--- src/rtl/agc_timing_pkg.sv ---
// Shared AGC timing constants and stage-number helpers for the A1 scaler.
package agc_timing_pkg;

    localparam int STAGES_DEF     = 16;
    localparam int FAIL_LIMIT_DEF = 256;

    // Scaler stage FSn lives at bus bit n-2 (FS02 is bit 0).
    function automatic int stage_idx(input int n);
        return n - 2;
    endfunction

endpackage

--- src/rtl/a1_scaler_wdog.sv ---
// Scaler watchdog: counts SIM_CLK cycles since the last FS01 rise and
// raises the registered alarm once the gap reaches FAIL_LIMIT.
module a1_scaler_wdog #(
    parameter int FAIL_LIMIT = 256
) (
    input  logic clk,
    input  logic rst_n,
    input  logic rise,
    output logic alarm
);

    localparam int WDC_W = $clog2(FAIL_LIMIT + 1);
    localparam logic [WDC_W-1:0] LIMIT = WDC_W'(FAIL_LIMIT);

    logic [WDC_W-1:0] wdc;

    // Alarm looks at the gap count before this edge, so it trails the
    // saturation by one cycle and clears one cycle after a new rise.
    always_ff @(posedge clk or negedge rst_n) begin
        if (!rst_n) begin
            wdc   <= '0;
            alarm <= 1'b0;
        end else begin
            alarm <= (wdc == LIMIT);
            if (rise) begin
                wdc <= '0;
            end else if (wdc != LIMIT) begin
                wdc <= wdc + 1'b1;
            end
        end
    end

endmodule

--- src/rtl/a1_scaler.sv ---
// A1 frequency scaler: divides FS01 into FS02..FS(STAGES+1) with rise/fall
// strobes. Define SCALER_ALARM_EN to build the SCAFAL watchdog.
module a1_scaler
    import agc_timing_pkg::*;
#(
    parameter int STAGES     = STAGES_DEF,
    parameter int FAIL_LIMIT = FAIL_LIMIT_DEF
) (
    input  logic              SIM_CLK,
    input  logic              RESET_,
    input  logic              FS01,
    input  logic              GOJAM_,
    output logic [STAGES-1:0] FS,
    output logic [STAGES-1:0] FA,
    output logic [STAGES-1:0] FB,
    output logic              SCAFAL
);

    localparam int FS_MSB = stage_idx(STAGES + 1);

    logic              fs01_q;
    logic              rise;
    logic [FS_MSB:0]   cnt;
    logic [FS_MSB:0]   cnt_next;
    logic              unused_gojam;

    // The scaler free-runs through restarts; GOJAM_ is deliberately ignored.
    assign unused_gojam = GOJAM_;

    assign rise     = FS01 & ~fs01_q;
    assign cnt_next = cnt + 1'b1;
    assign FS       = cnt;

    // fs01_q resets high so an FS01 already high at release is not a rise.
    always_ff @(posedge SIM_CLK or negedge RESET_) begin
        if (!RESET_) begin
            fs01_q <= 1'b1;
            cnt    <= '0;
            FA     <= '0;
            FB     <= '0;
        end else begin
            fs01_q <= FS01;
            if (rise) begin
                cnt <= cnt_next;
                FA  <= cnt_next & ~cnt;
                FB  <= cnt & ~cnt_next;
            end else begin
                FA  <= '0;
                FB  <= '0;
            end
        end
    end

`ifdef SCALER_ALARM_EN
    a1_scaler_wdog #(
        .FAIL_LIMIT(FAIL_LIMIT)
    ) u_wdog (
        .clk   (SIM_CLK),
        .rst_n (RESET_),
        .rise  (rise),
        .alarm (SCAFAL)
    );
`else
    localparam int unused_fail_limit = FAIL_LIMIT;
    assign SCAFAL = 1'b0;
`endif

endmodule
--- config.mk ---
export PLATFORM = sky130hd
export DESIGN_NAME = a1_scaler
export DESIGN_NICKNAME = d
export VERILOG_FILES = /design/src/rtl/agc_timing_pkg.sv /design/src/rtl/a1_scaler_wdog.sv /design/src/rtl/a1_scaler.sv
export SDC_FILE = /design/constraint.sdc
export NUM_CORES = 1
export LEC_CHECK = 0
export CORE_ASPECT_RATIO = 0.7
export CORE_MARGIN = 2
export CORE_UTILIZATION = 25
export DETAILED_ROUTE_END_ITERATION = 10
export SYNTH_ARGS = -nofsm -noshare
export SYNTH_HDL_FRONTEND = slang
export SYNTH_HIERARCHICAL = 1
export SYNTH_SLANG_ARGS = --single-unit
--- constraint.sdc ---
create_clock -name SIM_CLK -period 1.7 [get_ports SIM_CLK]
set_input_delay 0.51 -clock SIM_CLK [delete_from_list [all_inputs] [get_ports SIM_CLK]]
set_output_delay 0.51 -clock SIM_CLK [all_outputs]
set_load 0.01 [all_outputs]
# Word level (Yosys, flattened, before mapping)
# Cells that the tools add are included.
[classes]
n_addsub = 1
muxes = 2
bitwise = 6
[op_table]
columns = ["op", "n"]
rows = [
  ["16-bit AND", 2],
  ["16-bit 2-to-1 mux", 2],
  ["16-bit inverter", 2],
  ["16-bit by 1-bit adder with 16-bit output, second input constant", 1],
  ["1-bit AND", 1],
  ["1-bit inverter", 1],
]
[word_totals]
reg_bits = 49
in_bits = 4
output_inout_bits = 49

# Depth between registers and ports, before layout
[depth]
word_depth = 4
mapped_depth = 5
depth_no_buf = 5

# Worst setup path before layout
# No wires, ideal clock.
[synth_path]
kind = "reg2reg"
start = "register cnt[0], in the netlist FS[0]"
end = "register cnt[14], in the netlist FS[14]"
setup_ps = 79
arrival_time_ps = 1651
t_required_ps = 1621
slack_ps = -30
path_stages_with_launch = 6
n_path_buf = 0
period_less_slack_ps = 1730
path_cell_list = "dfrtp_1 ha_1 nand3_1 nor4_1 ha_1 mux2i_1"
[synth_via]
elab_chain_cells = 1
[synth_rtl]
columns = ["item", "line_no", "rtl"]
rows = [
  ["start: declaration", "a1_scaler.sv:23", "logic [FS_MSB:0] cnt;"],
  ["start signal: assignment", "a1_scaler.sv:44", "cnt <= cnt_next;"],
  ["16-bit by 1-bit adder with 16-bit output", "a1_scaler.sv:31", "assign cnt_next = cnt + 1'b1;"],
]
# Every way passes these cells.
# A chain may end at the register's enable or synchronous reset.

# Worst setup path after layout
[layout_path]
start = "register FA[7]"
end = "output port FA[7]"
[layout_lines]
columns = ["item", "line_no", "rtl"]
rows = [
  ["start: declaration", "a1_scaler.sv:14", "output logic [STAGES-1:0] FA,"],
  ["start signal: assignment", "a1_scaler.sv:45", "FA <= cnt_next & ~cnt;"],
]
# No word-level cell between the ends.

==> impl_metrics.ini <==
[synthesis]
synth_area_leader_cell = dfrtp_1
synthCells = 171
ys.flop_type = dfrtp_1
syn_nets = 205
syn_area_um2 = 2215
synth_edf_count = 0
ys_warn_count = 6
synth-async-reset-ratio_pct = 100.0
seq_area_frac_synth_pct = 55.42
syn_area_per_cell_um2 = 12.95
synth_top_area_share_pct = 54.24
synth_area_leaders = dfrtp_1, ha_1, and2_1
ys_ff_latch = 49
synthDistinctLibCells = 24

[cells_and_area]
multi_input_area_um2 = 909.6
drive_gt1_share_pct = 16.32
layout_commonest_cell = dfrtp_1
nets = 272
fin_area_um2 = 3147
synthToLayoutAreaGrowth_pct = 42.09
antenna_cells = 0
layout_common_cells = dfrtp_1, and2_1, ha_1
regArea_um2 = 1234
n_fill_cell = 847
final_core_util_pct = 36.96

[critical_path]
cp-start-kind = register
cp_num_buf_inv = 1
cpPeakStageDelay_ns = 0.53
reg2reg_depth = 6
crit_fanout = 1
worstPathArrival_ns = 1.15
critical-path-top-delay-family = buffers and inverters
crit_chain = clkdlybuf4s50_1
end_kind = output port
critPathKind = register to output port
path_depth = 1
cp.required_ns = 1.19
critPathSlowestCell = clkdlybuf4s50_1

[floorplan]
pin_count = 53
fp.dieW_um = 116.5
core-area_um2 = 8513
num_rows = 28
die_area_um2 = 9639
die_h_um = 82.75
initial_core_util_pct = 26.01

[power_and_ir_drop]
vdd_drop_max_mv = 0.4654
powerDensity_nw_per_um2 = 1244
power_leakage_nw = 1.703

[sta]
max_freq_mhz = 603.1
rsz0062_at_grt = true
hold_viol = 0
post-route-period-util_pct = 97.54
period_needed_ns = 1.658
hold_slack_ns = 0.1743
clock_skew_ns = 0.005486
slew_viol_final = 0
setup_viol = 0

[drt]
dr.pass1.iters = 4
vias = 1396
drt-initial-drc-count = 40
ant_nets = 0
drt_wl_total_um = 4365
vias_per_cell = 3.889
drc_errors = 0
wl_per_cell_um = 12.16

[cts]
clkLatencyLatePin_ns = 0.28
cts.sinks = 49
cts_buffers = 5
hold_buffers = 0
path_clk_slew_ns = 0.06
cts_tree = built
root_buffer = clkbuf_16
clockBufferDepth = 2
htreeDepth = 2

[placement]
place_congestion = 0.7148
placed_cell_area_um2 = 2953
dp_hpwl_um = 3141
port_buffers = 50

[grt]
grt_pass1_vias = 1457
grt.overflow.total = 0
grt_use_total_pct = 10.12
grt_pass1_wl_um = 7355
grt_max_degree = 32
antenna_found_initial = 0

[outcome]
status = finished clean

[worst_hold_path]
hold_class = input pin to asynchronous set/reset pin

[flow_run]
cap_violations = 0
[through the flow]
step | setup TNS [ns] | power (mW) | instances | setup WS (ns)
2_1_floorplan | 0 | 2.243 | 171 | 0.03894
3_3_place_gp | 0 | 2.979 | 348 | 0.01634
3_5_place_dp | -0.006240 | 3.036 | 348 | -0.006240
4_1_cts | 0 | 3.958 | 359 | 0.007338
5_1_grt | -0.2152 | 4.231 | 359 | -0.06359
6_report | 0 | 3.913 | 359 | 0.04177
[path summary, 6_finish.rpt]
path / from / to / slack, ns
setup reg to reg: FS[0]$_DFFE_PN0P_ / FS[11]$_DFFE_PN0P_ / 0.07
hold reg to reg: FS[15]$_DFFE_PN0P_ / FS[15]$_DFFE_PN0P_ / 0.58
hold / removal: RESET_ / FB[3]$_DFF_PN0_ / 0.17
setup / recovery: FA[7]$_DFF_PN0_ / FA[7] / 0.04
min in group SIM_CLK: FS[15]$_DFFE_PN0P_ / FS[15]$_DFFE_PN0P_ / 0.58
max in group asynchronous: RESET_ / FS[11]$_DFFE_PN0P_ / 0.99
[flip-flops by register name (all words and copies together) (netlist names)]
register,cells
FA,16
FB,16
FS,16
fs01_q,1
[cell families (layout without fill, tap and decap cells)]
kind of cell	Yosys count	after routing	synth area share [%]
flip-flops	49	49	55.42
other	1	1	0.1693
adder cells (fa/ha/maj)	30	30	16.95
AND/OR/NAND/NOR	53	53	15.59
multiplexers	15	15	6.779
XOR/XNOR	1	1	0.3956
buffers and inverters	22	90	4.689
[per-layer routing]
layer  part of all wire, %  vias to the layer above  global-route usage (%)  wire length [um]
li1                      -                      682                       -                 -
met1                    50                      678                   14.09              2181
met2                    44                       34                   15.35              1905
met3                   5.9                        2                   3.358               257
met4                  0.46                        0                   2.143                20
met5                     0                        -                       0                 0
[Yosys cell counts (all sizes together), types with 2 or more instances]
| master | number |
|---|---|
| mux2i | 15 |
| and2 | 31 |
| clkbuf | 3 |
| nand4 | 3 |
| nor3 | 4 |
| nor4 | 5 |
| dfrtp | 48 |
| nor2 | 2 |
| inv | 16 |
| nand3 | 3 |
| buf | 3 |
| nand2 | 2 |
| ha | 30 |
[report_power, final]
part	leakage (nW)	total (mW)	internal, mW	switching [mW]
clock network	0.0652	0.951	0.548	0.403
logic	1.02	1.37	0.638	0.734
registers	0.622	1.59	1.38	0.210
total	1.70	3.91	2.57	1.35
[what timing repair did]
item,CTS,global route
resized for setup,20,13
buffers inserted,3,0
setup endpoints to repair,17,20
[area by class of cell]
| cell class | instances | share of cell area (%) |
|---|---|---|
| clock buffers | 8 | 4.334 |
| repair buffers | 66 | 20.87 |
| inverters | 16 | 1.909 |
| flip-flops and latches | 49 | 39.20 |
| multi-input cells | 100 | 28.91 |
| well taps | 120 | 4.771 |
No activity file was read; power rests on OpenSTA's default activity.
